`config.mk`:
```
export PLATFORM = sky130hd
export DESIGN_NAME = snow64_vector_cast_dispatcher
export DESIGN_NICKNAME = d
export VERILOG_FILES = /design/src/rtl/snow64_vector_cast_dispatcher_pkg.sv /design/src/rtl/snow64_vector_cast_dispatcher.sv
export SDC_FILE = /design/constraint.sdc
export NUM_CORES = 2
export LEC_CHECK = 0
export ABC_CLOCK_PERIOD_IN_PS = 22100
export CORE_AREA = 2 2 606 608
export DETAILED_ROUTE_END_ITERATION = 8
export DIE_AREA = 0 0 608 610
export PLACE_DENSITY = 0.32
export REMOVE_ABC_BUFFERS = 1
export SETUP_SLACK_MARGIN = 0.5
export SLEW_MARGIN = 20
export SYNTH_ARGS = -nofsm -noshare
export SYNTH_HDL_FRONTEND = slang
export SYNTH_SLANG_ARGS = --single-unit
export TNS_END_PERCENT = 50
```
`constraint.sdc`:
```
create_clock -name clk -period 22.1 [get_ports clk]
set_input_delay 2.21 -clock clk [delete_from_list [all_inputs] [get_ports clk]]
set_output_delay 2.21 -clock clk [all_outputs]
set_load 0.005 [all_outputs]
```
`src/rtl/snow64_vector_cast_dispatcher_pkg.sv`:
```
// ----------------------------------------------------------------------------
// snow64_vector_cast_dispatcher_pkg
//
// Shared types for the vector cast dispatcher and the two casters it drives:
//   - LAR data type and integer lane-size encodings
//   - dispatcher FSM state and cast-kind enums
//   - port bundles for the integer caster and the to/from-bf16 caster
//   - request/response bundles of the dispatcher itself
//   - classify(): maps the two bf16 flags onto a cast kind
// ----------------------------------------------------------------------------
package snow64_vector_cast_dispatcher_pkg;

    localparam int LAR_DATA_WIDTH = 256;

    // Integer lane size encoding used by both casters.
    localparam logic [1:0] INT_SIZE_8  = 2'd0;
    localparam logic [1:0] INT_SIZE_16 = 2'd1;
    localparam logic [1:0] INT_SIZE_32 = 2'd2;
    localparam logic [1:0] INT_SIZE_64 = 2'd3;

    typedef logic [LAR_DATA_WIDTH-1:0] lar_data_t;

    typedef enum logic {
        ST_IDLE      = 1'b0,
        ST_WAIT_BF16 = 1'b1
    } state_vector_cast_dispatcher_t;

    typedef enum logic [1:0] {
        CAST_INT_TO_INT   = 2'd0,
        CAST_INT_TO_BF16  = 2'd1,
        CAST_BF16_TO_INT  = 2'd2,
        CAST_BF16_TO_BF16 = 2'd3
    } cast_kind_t;

    // Integer vector caster (purely combinational).
    typedef struct packed {
        lar_data_t  to_cast;
        logic       src_type_signedness;
        logic       dst_type_signedness;
        logic [1:0] src_int_type_size;
        logic [1:0] dst_int_type_size;
    } port_in_int_vector_caster_t;

    typedef struct packed {
        lar_data_t data;
    } port_out_int_vector_caster_t;

    // To/from-bf16 vector caster (multi-cycle, start/valid).
    typedef struct packed {
        logic       start;
        lar_data_t  to_cast;
        logic       from_int_or_to_int;   // 1: int -> bf16, 0: bf16 -> int
        logic       type_signedness;
        logic [1:0] int_type_size;
    } port_in_to_or_from_bfloat16_vector_caster_t;

    typedef struct packed {
        logic      valid;
        lar_data_t data;
    } port_out_to_or_from_bfloat16_vector_caster_t;

    // Dispatcher request / response bundles.
    typedef struct packed {
        logic       start;
        lar_data_t  to_cast;
        logic       src_is_bfloat16;
        logic       dst_is_bfloat16;
        logic       src_type_signedness;
        logic       dst_type_signedness;
        logic [1:0] src_int_type_size;
        logic [1:0] dst_int_type_size;
    } port_in_vector_cast_dispatcher_t;

    typedef struct packed {
        logic      busy;
        logic      valid;
        lar_data_t data;
        logic      timeout;
    } port_out_vector_cast_dispatcher_t;

    function automatic cast_kind_t classify(input logic src_is_bf16,
                                            input logic dst_is_bf16);
        cast_kind_t kind;
        case ({src_is_bf16, dst_is_bf16})
            2'b00:   kind = CAST_INT_TO_INT;
            2'b01:   kind = CAST_INT_TO_BF16;
            2'b10:   kind = CAST_BF16_TO_INT;
            default: kind = CAST_BF16_TO_BF16;
        endcase
        return kind;
    endfunction

endpackage

```
`src/rtl/snow64_vector_cast_dispatcher.sv`:
```
// ----------------------------------------------------------------------------
// snow64_vector_cast_dispatcher
//
// Front end for the integer and to/from-bf16 vector casters. One cast request
// is accepted in IDLE, classified, and steered:
//   int -> int   : int caster driven combinationally, result registered
//                  at the end of the request cycle
//   bf16 -> bf16 : pass-through, registered at the end of the request cycle
//   int <-> bf16 : request latched into the bf16 caster, start pulsed for one
//                  cycle, wait in WAIT_BF16 for its valid
// Results leave as a registered one-cycle out_valid pulse with out_data held
// until the next result.
//
// Handshake: in_start is a request strobe sampled only in IDLE (no ready; a
// strobe seen in WAIT_BF16 is dropped). out_bf16_caster.start is a one-cycle
// pulse; the first in_bf16_caster.valid seen while waiting, including in the
// start cycle itself, completes the request. out_valid is a one-cycle pulse.
//
// Ports:
//   clk, rst                   clock, asynchronous active-high reset
//   in_start, in_to_cast,
//   in_src/dst_*               cast request
//   out_int_caster/in_int_caster    integer caster bundle
//   out_bf16_caster/in_bf16_caster  bf16 caster bundle
//   out_busy                   high while waiting on the bf16 caster
//   out_valid, out_data        result pulse / held result
//   out_timeout                watchdog abort pulse
//
// Optional feature macro: SNOW64_VECTOR_CAST_DISPATCHER_TIMEOUT_EN
//   Adds a wait watchdog of TIMEOUT_CYCLES cycles. Without it the block waits
//   indefinitely and out_timeout is tied low.
// ----------------------------------------------------------------------------
module snow64_vector_cast_dispatcher
    import snow64_vector_cast_dispatcher_pkg::*;
#(
    parameter int TIMEOUT_CYCLES = 64
) (
    input  logic                                        clk,
    input  logic                                        rst,
    input  logic                                        in_start,
    input  logic [255:0]                                in_to_cast,
    input  logic                                        in_src_is_bfloat16,
    input  logic                                        in_dst_is_bfloat16,
    input  logic                                        in_src_type_signedness,
    input  logic                                        in_dst_type_signedness,
    input  logic [1:0]                                  in_src_int_type_size,
    input  logic [1:0]                                  in_dst_int_type_size,
    output port_in_int_vector_caster_t                  out_int_caster,
    input  port_out_int_vector_caster_t                 in_int_caster,
    output port_in_to_or_from_bfloat16_vector_caster_t  out_bf16_caster,
    input  port_out_to_or_from_bfloat16_vector_caster_t in_bf16_caster,
    output logic                                        out_busy,
    output logic                                        out_valid,
    output logic [255:0]                                out_data,
    output logic                                        out_timeout
);

    state_vector_cast_dispatcher_t   state;
    port_in_vector_cast_dispatcher_t req;
    cast_kind_t                      kind;
    port_in_int_vector_caster_t      int_req;
    port_in_int_vector_caster_t      int_held;
    logic                            accept;

    assign req = '{
        start:               in_start,
        to_cast:             in_to_cast,
        src_is_bfloat16:     in_src_is_bfloat16,
        dst_is_bfloat16:     in_dst_is_bfloat16,
        src_type_signedness: in_src_type_signedness,
        dst_type_signedness: in_dst_type_signedness,
        src_int_type_size:   in_src_int_type_size,
        dst_int_type_size:   in_dst_int_type_size
    };

    assign kind   = classify(req.src_is_bfloat16, req.dst_is_bfloat16);
    assign accept = req.start && (state == ST_IDLE);

    assign int_req = '{
        to_cast:             req.to_cast,
        src_type_signedness: req.src_type_signedness,
        dst_type_signedness: req.dst_type_signedness,
        src_int_type_size:   req.src_int_type_size,
        dst_int_type_size:   req.dst_int_type_size
    };

    // The int caster sees the live request only during an accepted int->int
    // cycle; otherwise it keeps the last request it was given. Gating with
    // rst keeps the bundle at zero while reset is held.
    always_comb begin
        out_int_caster = int_held;
        if (!rst && accept && (kind == CAST_INT_TO_INT)) begin
            out_int_caster = int_req;
        end
    end

    assign out_busy = (state == ST_WAIT_BF16);

`ifdef SNOW64_VECTOR_CAST_DISPATCHER_TIMEOUT_EN
    localparam logic [7:0] WAIT_LAST = 8'(TIMEOUT_CYCLES - 1);
    logic [7:0] wait_count;
    logic       timeout_q;
    assign out_timeout = timeout_q;
`else
    logic unused_timeout_cfg;
    assign unused_timeout_cfg = (TIMEOUT_CYCLES != 0);
    assign out_timeout        = 1'b0;
`endif

    always_ff @(posedge clk or posedge rst) begin
        if (rst) begin
            state           <= ST_IDLE;
            out_valid       <= 1'b0;
            out_data        <= '0;
            out_bf16_caster <= '0;
            int_held        <= '0;
`ifdef SNOW64_VECTOR_CAST_DISPATCHER_TIMEOUT_EN
            wait_count      <= '0;
            timeout_q       <= 1'b0;
`endif
        end else begin
            out_valid <= 1'b0;
`ifdef SNOW64_VECTOR_CAST_DISPATCHER_TIMEOUT_EN
            timeout_q <= 1'b0;
`endif
            case (state)
                ST_IDLE: begin
                    if (req.start) begin
                        case (kind)
                            CAST_INT_TO_INT: begin
                                int_held  <= int_req;
                                out_data  <= in_int_caster.data;
                                out_valid <= 1'b1;
                            end
                            CAST_BF16_TO_BF16: begin
                                out_data  <= req.to_cast;
                                out_valid <= 1'b1;
                            end
                            CAST_INT_TO_BF16: begin
                                out_bf16_caster <= '{
                                    start:              1'b1,
                                    to_cast:            req.to_cast,
                                    from_int_or_to_int: 1'b1,
                                    type_signedness:    req.src_type_signedness,
                                    int_type_size:      req.src_int_type_size
                                };
                                state <= ST_WAIT_BF16;
`ifdef SNOW64_VECTOR_CAST_DISPATCHER_TIMEOUT_EN
                                wait_count <= '0;
`endif
                            end
                            default: begin // CAST_BF16_TO_INT
                                out_bf16_caster <= '{
                                    start:              1'b1,
                                    to_cast:            req.to_cast,
                                    from_int_or_to_int: 1'b0,
                                    type_signedness:    req.dst_type_signedness,
                                    int_type_size:      req.dst_int_type_size
                                };
                                state <= ST_WAIT_BF16;
`ifdef SNOW64_VECTOR_CAST_DISPATCHER_TIMEOUT_EN
                                wait_count <= '0;
`endif
                            end
                        endcase
                    end
                end

                default: begin // ST_WAIT_BF16
                    // Data fields stay put; only the start pulse is retired.
                    out_bf16_caster.start <= 1'b0;
                    if (in_bf16_caster.valid) begin
                        out_data  <= in_bf16_caster.data;
                        out_valid <= 1'b1;
                        state     <= ST_IDLE;
                    end
`ifdef SNOW64_VECTOR_CAST_DISPATCHER_TIMEOUT_EN
                    // Valid on the limit cycle wins because it is tested first.
                    else if (wait_count == WAIT_LAST) begin
                        timeout_q <= 1'b1;
                        state     <= ST_IDLE;
                    end else begin
                        wait_count <= wait_count + 8'd1;
                    end
`endif
                end
            endcase
        end
    end

endmodule

```
* Word level (Yosys, flattened, before mapping)
Cells that the tools add are included.
** Storage, ports and cells
- Flip-flop bits (word level) :: 781
- Input bits :: 780
- Output and inout port bits :: 782
- Word-level logic and storage cells :: 51
** Cells by class
- Equality and inequality tests :: 6
- Muxes and demuxes :: 17
- Bitwise logic cells :: 2
- Reduce and logical (&&, ||, !) cells :: 13
** Operators by type and width (count)
- $mux 256 :: 3
- $pmux 261 s2 :: 1
- $pmux 256 s2 :: 1
- $mux 262 :: 1
- $mux 261 :: 1
- $mux 1 :: 9
- $reduce_and 3->1 :: 3
- $pmux 2 s3 :: 1
- $eq 2x1->1 const B :: 2
- $eq 2x2->1 const B :: 2
- $logic_not 2->1 :: 2
- $logic_and 1x1->1 :: 3
- $reduce_bool 3->1 :: 1
- $ne 2x1->1 const B :: 1
- $ne 2x2->1 const B :: 1
- $not 1->1 :: 2
- $reduce_and 2->1 :: 1
- $reduce_bool 2->1 :: 1
- $reduce_or 2->1 :: 1
- $logic_not 1->1 :: 1

* Depth between registers and ports, before layout
- Depth in word-level cells :: 7
- Depth in mapped cells :: 8
- Depth with buffers taken out :: 5

* Worst setup path before layout
Ideal clock, no wire load.
- Kind :: in2out
- Start point :: input in_src_is_bfloat16
- End point :: output out_int_caster[191] (netlist name)
- Arrival :: 3.475 ns
- Data required time :: 19.890 ns
- Slack :: 16.415 ns
- Stages :: 7
- Cell sequence :: inv_1 -> ha_1 -> nand3b_4 -> nor2_4 -> buf_2 -> buf_2 -> mux2_2
** RTL lines
- from (decl) :: line snow64_vector_cast_dispatcher.sv:42 : input logic in_src_is_bfloat16,
- to (decl) :: line snow64_vector_cast_dispatcher.sv:48 : output port_in_int_vector_caster_t out_int_caster,

==> impl_metrics.py <==
metrics = {
    "finish": {
        "fill_cells": 40400,
        "finalNetCount": 5211,
        "drive_gt1_frac": 0.242,
        "syn_to_final_growth_pct": 70.9,
    },
    "worst_setup_path": {
        "r2r_setup_slack_ns": 17.47,
        "critPathArrivalTime_ns": 7.27,
        "crit_path_end_kind": "output pin",
        "cp_max_fo": 68,
        "worstReg2RegStart": "out_busy",
        "required_ns": 19.89,
        "worst_setup_path_start_kind": "primary input",
        "critPathKind": "in -> out",
        "r2r_cells": 6,
        "r2r-end": "out_bf16_caster[230]",
        "crit_path_start": "in_src_is_bfloat16",
    },
    "synthesis": {
        "yosys_register_bits": 781,
        "syn_area_mm2": 0.0363,
        "netlist_instances": 2818,
        "avgSynthCellArea_um2": 12.9,
        "yosysSeqAreaShare": 0.538,
        "yosysWarnings": 0,
        "synth.distinct_cells": 21,
    },
    "sta": {
        "post-route-period-util": 0.429,
        "grt_setup_unrepaired": "no",
        "fin_hold_ws_ns": 0.490,
        "worst_slew_pin_slew_ns": 1.13,
        "layout_min_cycle_time_ns": 9.48,
        "hold_viol_final": 0,
        "finalSetupViolCount": 0,
        "final.setup.tns_ns": 0,
        "maxSlewViolCount": 0,
        "skew_ns": 0.0529,
        "relSlewSlack": 0.244,
        "max_freq_ghz": 0.105,
    },
    "placed_design": {
        "dpl.hpwl_um": 232000,
        "gp_congestion": 0.830,
        "portBuffers": 1560,
    },
    "clock_network": {
        "tritoncts": "yes",
        "clock_sinks": 781,
        "holdBufCountCts": 0,
        "cts_setup_buffers": 0,
        "insertion_delay_ns": 0.86,
        "cts_buffers": 116,
        "path_clk_slew_ns": 0.06,
        "post_cts_resized": 0,
        "clockBufferDepth": 4,
        "clockRootBuffer": "clkbuf_16",
        "h-tree-depth": 3,
    },
    "global_routing": {
        "grt_max_degree": 116,
        "grt_usage": 0.149,
        "antenna_found_initial": 95,
        "overflow": 0,
        "grt_pass1_wl_um": 365000,
        "grt_pass1_vias": 33400,
    },
    "hold_path": {
        "hold_path.class": "reg -> reg",
        "holdCritStartpoint": "out_bf16_caster[1]",
        "hold_depth": 2,
        "whs_endpoint": "out_bf16_caster[1]",
    },
    "power_and_ir_drop": {
        "pwr_density_cell_mw_per_mm2": 103,
        "fin_total_pwr_mw": 6.40,
        "static-leakage-power_nw": 24.1,
        "ir_worst_vdd_mv": 0.0631,
    },
    "detailed_routing": {
        "drtIter0Drc": 1505,
        "vias": 31100,
        "drt-vias-per-instance": 3.32,
        "wl_per_cell_um": 30.5,
        "ant_nets": 0,
        "drc_errors": 0,
        "dr.pass1.iters": 5,
        "wl_um": 285000,
    },
    "floorplanning": {
        "die_area_mm2": 0.371,
        "start_util": 0.0996,
        "dieHeight_um": 610,
        "coreArea_mm2": 0.364,
        "ioPinCount": 1562,
        "die_width_um": 608,
        "num_rows": 222,
    },
    "outcome": {
        "status": "completed",
    },
    "run": {
        "maxCapViolCount": 0,
    },
}
## area by class of cell
cell class	instances	area, um2	area share
sequential	781	19500	0.315
timing repair buffer	1694	16700	0.269
multi-input combinational	1574	14800	0.238
tap	4816	6030	0.0971
clock buffer	161	3330	0.0537
inverter	261	987	0.0159
clock inverter	47	624	0.0101
antenna	26	65.1	0.00105
## per-stage QoR
step / util / worst slack, ns / cells / area, um2
CTS: 0.170 / 12.14 / 9333 / 61900
detailed placement: 0.159 / 12.15 / 9125 / 58000
finish: 0.170 / 12.62 / 9360 / 62000
global route: 0.170 / 12.22 / 9347 / 62000
floorplan: - / -2.04 / 2616 / 35300
global placement: 0.159 / 12.18 / 9125 / 58000
## power by group
part	total [mW]	internal (mW)	switching (mW)	leakage (nW)
Sequential	2.12	1.84	0.273	9.35
Combinational	2.29	1.25	1.04	12.9
Clock	1.98	1.20	0.787	1.93
Total	6.40	4.30	2.10	24.1
## how the worst max path moves through the flow
stage	cells past startpoint	end	slack, ns
after detailed placement	10	out_int_caster[129]	12.15
after CTS	10	out_int_caster[129]	12.14
after floorplan	1	int_held[0]	-2.04
after global routing	10	out_int_caster[129]	12.22
after global placement	10	out_int_caster[129]	12.18
final	10	out_int_caster[129]	12.62
## metal layers
| metal | wire length (um) | global-route usage |
|---|---|---|
| met2 | 143000 | 0.262 |
| met3 | 19400 | 0.0417 |
| met5 | 142 | 0 |
| met4 | 6190 | 0.0324 |
| met1 | 117000 | 0.178 |
## synth_stat cells, drive strengths merged
library cell | instances | area, um2
nor2 | 2 | 15.0
dfrtp | 781 | 19500
and2 | 1 | 6.26
ha | 3 | 37.5
clkbuf | 30 | 113
o21ai | 7 | 35.0
o221ai | 256 | 2240
mux2i | 259 | 2590
mux2 | 781 | 8790
nand3b | 2 | 27.5
or2 | 1 | 6.26
buf | 172 | 916
conb | 1 | 3.75
nand2 | 260 | 976
inv | 261 | 980
nand2b | 1 | 6.26
## placed cells by master, fill, tap and decap left out
cell,n
o21ai_4,1
inv_6,2
clkbuf_8,26
ha_1,2
diode_2,26
clkinv_16,1
o21ai_0,6
o221ai_1,256
bufinv_16,13
ha_4,1
clkbuf_1,19
clkinv_4,3
nand3b_1,1
mux2i_2,1
mux2i_1,258
nor2_4,1
nand3b_4,1
inv_8,1
dfrtp_1,781
nor2_1,1
or2_4,1
inv_1,260
buf_4,128
mux2_2,761
buf_6,3
clkinv_2,20
nand2b_1,1
nand2_1,260
and2_4,1
clkdlybuf4s50_1,1560
buf_16,1
clkinvlp_4,8
conb_1,1
mux2_1,20
clkbuf_16,116
buf_12,2
## logic make-up (layout without fill, tap and decap cells)
family          count (synthesis)  after routing  share of synthesized area
buf+inv                       463           2163                     0.0553
compound gates                263            263                     0.0627
mux                          1040           1040                      0.314
fa+ha+maj                       3              3                    0.00103
flops                         781            781                      0.538
simple gates                  267            267                     0.0286
other cells                     1             27                   0.000103
## registers in the layout, summed over array words and instances (netlist names)
name,cells
out_data,256
out_busy,1
out_bf16_caster,261
out_valid,1
int_held,262
## worst max-delay path, cell delays in order
cell             delay [ns]
clkdlybuf4s50_1        0.47
inv_1                  0.11
ha_1                   0.23
nand3b_4               0.31
nor2_4                 0.46
buf_4                  0.81
buf_6                  0.61
buf_4                  0.78
mux2_2                 0.42
clkdlybuf4s50_1        0.62
(Power assumes the default switching activity.)
